==> src/rtl/arb_mux_pkg.sv <==
// arb_mux_pkg: mode encoding shared by arb_mux and its bench
package arb_mux_pkg;
  typedef enum logic {MODE_FIXED = 1'b0, MODE_RR = 1'b1} arb_mode_t;
endpackage

==> src/rtl/arb_mux_rr_pick.sv <==
// rr_pick: rotate-priority search, first requester at or after ptr wins
module rr_pick #(
  parameter int N = 4,
  parameter int SELW = $clog2(N)
) (
  input  logic [N-1:0]    req,
  input  logic [SELW-1:0] ptr,
  output logic            gnt_valid,
  output logic [SELW-1:0] gnt_idx
);
  always_comb begin
    gnt_valid = 1'b0;
    gnt_idx = '0;
    for (int k = N - 1; k >= 0; k--) begin
      int s;
      logic [SELW-1:0] idx;
      s = int'(ptr) + k;
      s = (s >= N) ? s - N : s;
      idx = SELW'(s);
      if (req[idx]) begin
        gnt_valid = 1'b1;
        gnt_idx = idx;
      end
    end
  end
endmodule

==> src/rtl/arb_mux.sv <==
// arb_mux: registered N:1 valid/ready mux, fixed-select or round-robin.
// ARB_MUX_LOCK_EN adds in_last/out_last and packet-locked round-robin grants.
module arb_mux
  import arb_mux_pkg::*;
#(
  parameter int N = 4,
  parameter int W = 64,
  localparam int SELW = $clog2(N)
) (
  input  logic            clk,
  input  logic            rst,
  input  logic            mode,
  input  logic [SELW-1:0] sel,
  input  logic [N-1:0]    in_valid,
  input  logic [N*W-1:0]  in_data,
  output logic [N-1:0]    in_ready,
  output logic            out_valid,
  output logic [W-1:0]    out_data,
  output logic [SELW-1:0] out_src,
  input  logic            out_ready
`ifdef ARB_MUX_LOCK_EN
  ,
  input  logic [N-1:0]    in_last,
  output logic            out_last
`endif
);
  logic [W-1:0] ch [N];
  logic out_valid_q, out_valid_d;
  logic [W-1:0] out_data_q, out_data_d;
  logic [SELW-1:0] out_src_q, out_src_d, rr_ptr_q, rr_ptr_d, rr_idx, g, g_next;
  logic rr_gnt, rr_mode, can_load, grant, accept;
  logic [N-1:0] sel_oh;
`ifdef ARB_MUX_LOCK_EN
  logic lock_q, lock_d, out_last_q, out_last_d;
  logic [SELW-1:0] lock_idx_q, lock_idx_d;
`endif
  for (genvar i = 0; i < N; i++) begin : g_ch
    assign ch[i] = in_data[i*W +: W];
  end
  rr_pick #(.N(N), .SELW(SELW)) u_rr_pick (
    .req      (in_valid),
    .ptr      (rr_ptr_q),
    .gnt_valid(rr_gnt),
    .gnt_idx  (rr_idx)
  );
  always_comb begin
    rr_mode = arb_mode_t'(mode) == MODE_RR;
    can_load = !out_valid_q || out_ready;
    // out-of-range sel shifts the one-hot to zero, so it never grants
    sel_oh = N'(1) << sel;
    g = rr_mode ? rr_idx : sel;
    grant = rr_mode ? rr_gnt : |(in_valid & sel_oh);
`ifdef ARB_MUX_LOCK_EN
    g = (rr_mode && lock_q) ? lock_idx_q : g;
    grant = (rr_mode && lock_q) ? in_valid[lock_idx_q] : grant;
`endif
    accept = grant && can_load && !rst;
    in_ready = accept ? N'(1) << g : '0;
    g_next = (g == SELW'(N - 1)) ? '0 : g + 1'b1;
    out_valid_d = accept ? 1'b1 : (out_ready ? 1'b0 : out_valid_q);
    out_data_d = accept ? ch[g] : out_data_q;
    out_src_d = accept ? g : out_src_q;
    rr_ptr_d = (accept && rr_mode) ? g_next : rr_ptr_q;
`ifdef ARB_MUX_LOCK_EN
    rr_ptr_d = (accept && rr_mode && !in_last[g]) ? rr_ptr_q : rr_ptr_d;
    lock_d = !rr_mode ? 1'b0 : (accept ? !in_last[g] : lock_q);
    lock_idx_d = accept ? g : lock_idx_q;
    out_last_d = accept ? in_last[g] : out_last_q;
`endif
  end
  always_ff @(posedge clk) begin
    if (rst) begin
      out_valid_q <= 1'b0;
      out_data_q <= '0;
      out_src_q <= '0;
      rr_ptr_q <= '0;
    end else begin
      out_valid_q <= out_valid_d;
      out_data_q <= out_data_d;
      out_src_q <= out_src_d;
      rr_ptr_q <= rr_ptr_d;
    end
  end
`ifdef ARB_MUX_LOCK_EN
  always_ff @(posedge clk) begin
    if (rst) begin
      lock_q <= 1'b0;
      lock_idx_q <= '0;
      out_last_q <= 1'b0;
    end else begin
      lock_q <= lock_d;
      lock_idx_q <= lock_idx_d;
      out_last_q <= out_last_d;
    end
  end
  assign out_last = out_last_q;
`endif
  assign out_valid = out_valid_q;
  assign out_data = out_data_q;
  assign out_src = out_src_q;
endmodule

==> config.mk <==
export PLATFORM = sky130hd
export DESIGN_NAME = arb_mux
export DESIGN_NICKNAME = d
export VERILOG_FILES = /design/src/rtl/arb_mux_pkg.sv /design/src/rtl/arb_mux_rr_pick.sv /design/src/rtl/arb_mux.sv
export SDC_FILE = /design/constraint.sdc
export NUM_CORES = 1
export LEC_CHECK = 0
export BUFFER_PORTS_ARGS = -buffer_cell sky130_fd_sc_hd__clkbuf_2
export CAP_MARGIN = 15
export CORE_AREA = 2 2 130 132
export DETAILED_ROUTE_END_ITERATION = 6
export DIE_AREA = 0 0 132 134
export MAX_ROUTING_LAYER = met4
export PLACE_DENSITY = 0.58
export SLEW_MARGIN = 20
export SYNTH_ARGS = -nofsm -noshare
export SYNTH_HDL_FRONTEND = slang
export SYNTH_SLANG_ARGS = --single-unit
==> constraint.sdc <==
create_clock -name clk -period 2.55 [get_ports clk]
set_input_delay 0 -clock clk [delete_from_list [all_inputs] [get_ports clk]]
set_output_delay 0 -clock clk [all_outputs]
set_load 0.1 [all_outputs]
* After elaboration in Yosys (flattened, before gate mapping)
Cells that the tools add are included.
** Cells by class
- $add $sub $neg :: 8
- Order comparisons :: 9
- Equality and inequality tests :: 1
- Shift operators :: 2
- Muxes and demuxes :: 29
- Bitwise operators :: 2
- Reductions and logical operators :: 8
** Operators by type and width (number)
- $bmux W64 S2 :: 1
- $mux W64 :: 2
- $mux W2 :: 10
- $ge A3 B3 Y1 const B :: 4
- $lt A2 B3 Y1 const B :: 4
- $mux W1 :: 11
- $bmux W1 S2 :: 4
- $shl A1 B2 Y4 const A :: 2
- $sub A2 B1 Y2 const B :: 4
- $add A2 B2 Y3 const B :: 2
- $and A4 B4 Y4 :: 1
- $mux W4 :: 1
- $reduce_or A4 Y1 :: 1
- $add A2 B1 Y3 const B :: 1
- $ge A2 B3 Y1 const B :: 1
- $logic_and A1 B1 Y1 :: 3
- $not A2 Y3 :: 1
- $add A2 B1 Y2 const B :: 1
- $eq A2 B2 Y1 const B :: 1
- $logic_not A1 Y1 :: 2
- $reduce_bool A2 Y1 :: 1
- $logic_or A1 B1 Y1 :: 1
** Storage, ports and cells
- Register bits :: 69
- Input port bits :: 266

* Depth between registers and ports, before layout
- Depth in word-level cells :: 14
- Depth in mapped cells :: 9
- Mapped depth without buffers :: 5

* Hierarchy
From an unflattened synthesis, not the netlist that was laid out.
** Unflattened totals
- Cell total of the unflattened synthesis :: 273
- Area total of the unflattened synthesis :: 4056.4 µm²
** Modules (own cells, without submodules)
- arb_mux :: times used 1, cells an instance 260, area an instance 3978.8 µm², sequential area each 1381.3 µm²
- rr_pick :: times used 1, cells an instance 13, area an instance 77.6 µm², sequential area each 0.0 µm²

* Worst setup path before layout
Ideal clock, no wire load.
- Path type :: register to output
- From :: register out_valid_q, in the netlist out_valid
- To :: output port in_ready[0]
- Data arrival time :: 3664 ps
- Required time :: 2550 ps
- Slack :: -1114 ps
- Cell stages (with the launch flop) :: 8
- Path buffers :: 2
- Cell sequence :: dfxtp_1 > nand2b_1 > o41a_1 > and2_4 > nand2b_1 > buf_2 > clkbuf_1 > nor3_1
** On the way
- Cells in the longest elaborated chain, start to end :: 5
** RTL lines
- from (decl) :: line arb_mux.sv:28 : logic out_valid_q, out_valid_d;
- from (signal assigned) :: line arb_mux.sv:78 : out_valid_q <= out_valid_d;
- $logic_not A1 Y1 :: line arb_mux.sv:48 : can_load = !out_valid_q || out_ready;
- $logic_or A1 B1 Y1 :: line arb_mux.sv:48
- $logic_and A1 B1 Y1 (2 in a row) :: line arb_mux.sv:57 : accept = grant && can_load && !rst;
- $mux W4 :: line arb_mux.sv:58 : in_ready = accept ? N'(1) << g : '0;
- to (decl) :: line arb_mux.sv:16 : output logic [N-1:0] in_ready,
Every way passes these cells.

* Final worst setup path
- From :: register rr_ptr_q[0]
- To :: output port in_ready[1]
** On the way
- Cells in the longest elaborated chain, start to end :: 13
** RTL lines
- from (decl) :: line arb_mux.sv:30 : logic [SELW-1:0] out_src_q, out_src_d, rr_ptr_q, rr_ptr_d, rr_idx, g, g_next;
- from (signal assigned) :: line arb_mux.sv:81 : rr_ptr_q <= rr_ptr_d;
- $add A2 B2 Y3 :: line arb_mux_rr_pick.sv:17 : s = int'(ptr) + k;
- $ge A3 B3 Y1 / $sub A2 B1 Y2 (equally long branches) :: line arb_mux_rr_pick.sv:18 : s = (s >= N) ? s - N : s;
- $mux W2 :: line arb_mux_rr_pick.sv:18
- $bmux W1 S2 :: line arb_mux_rr_pick.sv:20 : if (req[idx]) begin
- $mux W1 (implied by the code) :: line arb_mux_rr_pick.sv:20
- $mux W1 (4 in a row) :: line arb_mux_rr_pick.sv:20
- $mux W1 :: line arb_mux.sv:52 : grant = rr_mode ? rr_gnt : |(in_valid & sel_oh);
- $logic_and A1 B1 Y1 (2 in a row) :: line arb_mux.sv:57
- $mux W4 * :: line arb_mux.sv:58
Every way passes the cells marked *; elsewhere a longest branch is shown, timed or not. The select of a mux whose other input is x is not followed.

==> flow_summary.html <==
<table>
<tr><th>Metric</th><th>Value</th></tr>
<tr><th colspan="2">Routing</th></tr>
<tr><td>Length of the first detailed-routing pass in iterations</td><td>4</td></tr>
<tr><td>Number of vias after detailed routing</td><td>just under 6,000</td></tr>
<tr><td>Wire length per cell after detailed routing</td><td>17.2 µm</td></tr>
<tr><td>Antenna-violating nets left</td><td>0</td></tr>
<tr><td>Starting DRC count in detailed routing</td><td>roughly 290</td></tr>
<tr><td>Drc violations</td><td>0</td></tr>
<tr><td>Via count normalized by instance count</td><td>between 5 and 6</td></tr>
<tr><td>Total routed wirelength</td><td>just under 20 mm</td></tr>
<tr><th colspan="2">Power</th></tr>
<tr><td>Fraction of power consumed by sequential logic</td><td>26.1%</td></tr>
<tr><td>PnR Total Power</td><td>roughly 5.0 mW</td></tr>
<tr><td>Power per unit of standard cell area</td><td>slightly below 700 nW/µm²</td></tr>
<tr><td>Share of power burned in the clock network</td><td>~25%</td></tr>
<tr><td>Worst voltage drop across the vdd grid</td><td>between 0.3 and 0.4 mV</td></tr>
<tr><td>Total internal power</td><td>roughly 2.7 mW</td></tr>
<tr><td>Net switching power of the design</td><td>about 2.4 mW</td></tr>
<tr><td>Share of power burned in combinational logic</td><td>between 40% and 50%</td></tr>
<tr><td>Switching share of total power</td><td>47.1%</td></tr>
<tr><td>Leak pwr</td><td>between 3 and 4 nW</td></tr>
<tr><th colspan="2">Placement</th></tr>
<tr><td>DP Area</td><td>about 6500 µm²</td></tr>
<tr><td>Cell Count Post-Placement</td><td>about 1,100</td></tr>
<tr><td>Routability congestion estimate from global placement</td><td>about 0.85</td></tr>
<tr><td>Worst setup slack after placement</td><td>between 0.3 and 0.4 ns</td></tr>
<tr><td>I/O Buffers</td><td>about 340</td></tr>
<tr><td>Hpwl dp</td><td>13.9 mm</td></tr>
<tr><th colspan="2">Die</th></tr>
<tr><td>Effective utilization at floorplan</td><td>around 28%</td></tr>
<tr><td>Count of boundary I/O pins</td><td>337</td></tr>
<tr><td>Width of the die</td><td>roughly 130 µm</td></tr>
<tr><td>Cell Rows</td><td>between 40 and 50</td></tr>
<tr><td>Core Footprint</td><td>around 16,000 µm²</td></tr>
<tr><td>Vertical die dimension</td><td>about 130 µm</td></tr>
<tr><td>Floorplan die area</td><td>17,700 µm²</td></tr>
<tr><th colspan="2">Global route</th></tr>
<tr><td>Number of antenna violations at the first check in global routing</td><td>0</td></tr>
<tr><td>Met1 routing resource usage after global routing</td><td>~25%</td></tr>
<tr><td>Remaining Overflow, GRT</td><td>0</td></tr>
<tr><td>Global Route Usage Sum</td><td>~22%</td></tr>
<tr><td>Maximum number of pins on one net before global-route repair</td><td>77</td></tr>
<tr><td>Via count of the first global-routing pass</td><td>~5,900</td></tr>
<tr><td>Met3 Resource Use GR</td><td>4.54%</td></tr>
<tr><td>Busiest metal layer after global routing</td><td>met2</td></tr>
<tr><td>Global-route wire length before repair</td><td>30.5 mm</td></tr>
<tr><td>Met2 track demand over resource in global routing</td><td>38.1%</td></tr>
<tr><th colspan="2">Clock tree</th></tr>
<tr><td>Clock transition at the register clock pins on the worst setup and hold paths after CTS</td><td>roughly 0.06 ns</td></tr>
<tr><td>CTS Buf Count</td><td>9</td></tr>
<tr><td>H-Tree Level Count</td><td>3</td></tr>
<tr><td>TritonCTS sink count</td><td>69</td></tr>
<tr><td>Maximum buffer depth of the clock tree</td><td>2</td></tr>
<tr><td>Later-pin clock latency in the skew report</td><td>0.34 ns</td></tr>
<tr><td>Post-CTS setup buffers</td><td>0</td></tr>
<tr><td>TritonCTS clock tree</td><td>yes</td></tr>
<tr><td>Clock root buffer master</td><td>clkbuf_16</td></tr>
<tr><th colspan="2">Synthesis</th></tr>
<tr><td>Number of synthesized register bits</td><td>approximately 70</td></tr>
<tr><td>Fraction of post-synthesis cell area in the top cell type by area</td><td>30.5%</td></tr>
<tr><td>Post-Synthesis Mean Instance Area</td><td>between 7 and 8 µm²</td></tr>
<tr><td>Main area contributors after synthesis</td><td>dfxtp_1 (30%), a211oi_1 (21%), and3_1 (18%), o31ai_1 (11%), nand2_1 (5.6%)</td></tr>
<tr><td>Synthesis warning total</td><td>0</td></tr>
<tr><td>Yosys top cell by area</td><td>dfxtp_1</td></tr>
<tr><td>Share of synthesized flip-flops with an asynchronous set or reset</td><td>0%</td></tr>
<tr><td>Cells after Synth</td><td>between 500 and 600</td></tr>
<tr><td>Main flop type after synthesis</td><td>dfxtp_1</td></tr>
<tr><td>Syn nets</td><td>839</td></tr>
<tr><td>Sequential element share of the synthesized area</td><td>slightly above 30%</td></tr>
<tr><td>Combined area of all synthesized cells</td><td>around 4500 µm²</td></tr>
<tr><td>Top-count cell post-synth</td><td>and3_1</td></tr>
<tr><td>Number of enable-type register cells in the synthesized netlist</td><td>0</td></tr>
<tr><td>List of most frequent post-synthesis cells</td><td>and3_1 (129), a211oi_1 (128), dfxtp_1 (69)</td></tr>
<tr><td>Count of cell types in the netlist</td><td>35</td></tr>
<tr><th colspan="2">Critical path</th></tr>
<tr><td>Critical path fanouts, max</td><td>between 60 and 70</td></tr>
<tr><td>Element type at the critical path start</td><td>flop</td></tr>
<tr><td>Arrival time at the worst endpoint</td><td>approximately 2.4 ns</td></tr>
<tr><td>Setup Crit Path Kind</td><td>flop to output port</td></tr>
<tr><td>Element type at the critical path end</td><td>output port</td></tr>
<tr><td>Data required time of the critical path</td><td>2.55 ns</td></tr>
<tr><th colspan="2">STA</th></tr>
<tr><td>Setup repair after global routing missed its margin</td><td>false</td></tr>
<tr><td>Largest clock skew in the final design</td><td>around 0.0052 ns</td></tr>
<tr><td>Minimum setup slack in the final design</td><td>about 0.15 ns</td></tr>
<tr><td>Setup-violating endpoint count in the final report</td><td>0</td></tr>
<tr><td>TNS Setup</td><td>0 ns</td></tr>
<tr><td>Final Max Slew Viols</td><td>0</td></tr>
<tr><td>Final hold violation count</td><td>0</td></tr>
<tr><td>Final worst path period share</td><td>between 90% and 100%</td></tr>
<tr><td>Transition at the pin with the smallest max-transition slack</td><td>0.607 ns</td></tr>
<tr><td>Relative max-transition margin</td><td>roughly three fifths</td></tr>
<tr><td>Top achievable clock speed</td><td>around 420 MHz</td></tr>
<tr><td>Minimum period implied by the final worst setup slack</td><td>about 2.4 ns</td></tr>
<tr><th colspan="2">Finish</th></tr>
<tr><td>Layout net count</td><td>1,179</td></tr>
<tr><td>Layout overhead on the synthesized area</td><td>60.4%</td></tr>
<tr><td>Area taken by flip-flops and latches</td><td>between 1000 and 1500 µm²</td></tr>
<tr><td>Total non-filler cell area in the finished layout</td><td>approximately 7300 µm²</td></tr>
<tr><td>Share of layout cells above drive strength 1</td><td>between 40% and 50%</td></tr>
<tr><td>Antenna cells</td><td>0</td></tr>
<tr><td>Final std cells w/o fill</td><td>1,138</td></tr>
<tr><td>Fillers</td><td>about 1,700</td></tr>
<tr><td>Multi-input combinational cell area</td><td>2890 µm²</td></tr>
<tr><th colspan="2">Flow run</th></tr>
<tr><td>Count of maximum capacitance violations</td><td>0</td></tr>
<tr><th colspan="2">Min path</th></tr>
<tr><td>Type of the most critical hold path</td><td>input port to flop</td></tr>
<tr><th colspan="2">Run status</th></tr>
<tr><td>Status</td><td>completed</td></tr>
</table>
## cell type report
cell class,count,area share [%]
inverters,2,0.103
flip-flops and latches,69,19.0
clock buffers,11,3.34
well taps,220,3.79
clock inverters,5,0.689
multi-input cells,430,39.8
repair buffers,401,33.2
## per-layer routing
metal  up-vias  routed length (µm)  part of all wire (%)
li1       2899                   -                     -
met1      2729                7950                    41
met2       263                9760                    50
met3        33                1360                   6.9
met4         0                 474                   2.4
met5         -                   0                     0
## repair_timing
action | CTS | global route
hold buffers | 50 | 0
gates resized for setup | 0 | 1
endpoints found under the setup margin | 0 | 1
endpoints found under the hold margin | 52 | 0
## stage by stage
step	util [%]	hold slack [ns]
after floorplan	-	0.203
after global placement	39.7	0.324
after detailed placement	39.7	0.313
after CTS	44.6	0.000685
after global routing	44.6	0.0200
final	44.6	0.0100
## power by group through the flow
stage	clock network [mW]	registers [mW]	logic [mW]
6_report	1.26	1.31	2.45
5_1_grt	1.34	1.33	2.58
4_1_cts	1.30	1.31	2.46
3_5_place_dp	0	1.33	2.39
3_3_place_gp	0	1.33	2.40
2_1_floorplan	0	2.40	0.722
## worst max-delay path: stages (launching register included)
cell	delay (ns)
dfxtp_1	0.43
inv_1	0.10
a221o_4	0.63
and2_1	0.31
nor3_2	0.16
buf_2	0.44
## flip-flops by register name, indices dropped and copies added (netlist names)
name       cells
out_data      64
rr_ptr_q       2
out_valid      1
out_src        2
## logic make-up (layout without fill, tap and decap cells)
group,count (synthesis),in the layout,share of synthesized area (%)
AND/OR/NAND/NOR,221,221,26.7
AO/OA/AOI/OAI,205,205,34.4
buffers and inverters,74,419,7.24
flip-flops,69,69,30.5
multiplexers,4,4,1.16
## cell usage in the layout, fill, tap and decap left out, types with 2 or more instances in the layout
cell           count
and3_1           129
clkbuf_16          9
o31ai_1           64
clkbuf_2         332
dfxtp_1           69
clkinv_2           4
nand2_1           67
nand2b_1           4
buf_12             9
a211oi_1         128
dlygate4sd3_1     50
nor2b_1            3
mux2i_1            3
and2_1             2
nor2_1             3
nor3_2             4
a21oi_1            3
inv_1              2
buf_4              9
## final timing paths
check,slack [ns],endpoint,start,cells after the start
worst max-delay path,0.15,in_ready[1],rr_ptr_q[0],5
worst min-delay path,0.01,out_data[16],in_data[80],3
worst max register to register,0.29,out_data[21],rr_ptr_q[0],6
worst min register to register,0.45,out_data[55],out_data[55],2
No activity file was read; power rests on OpenSTA's default activity.
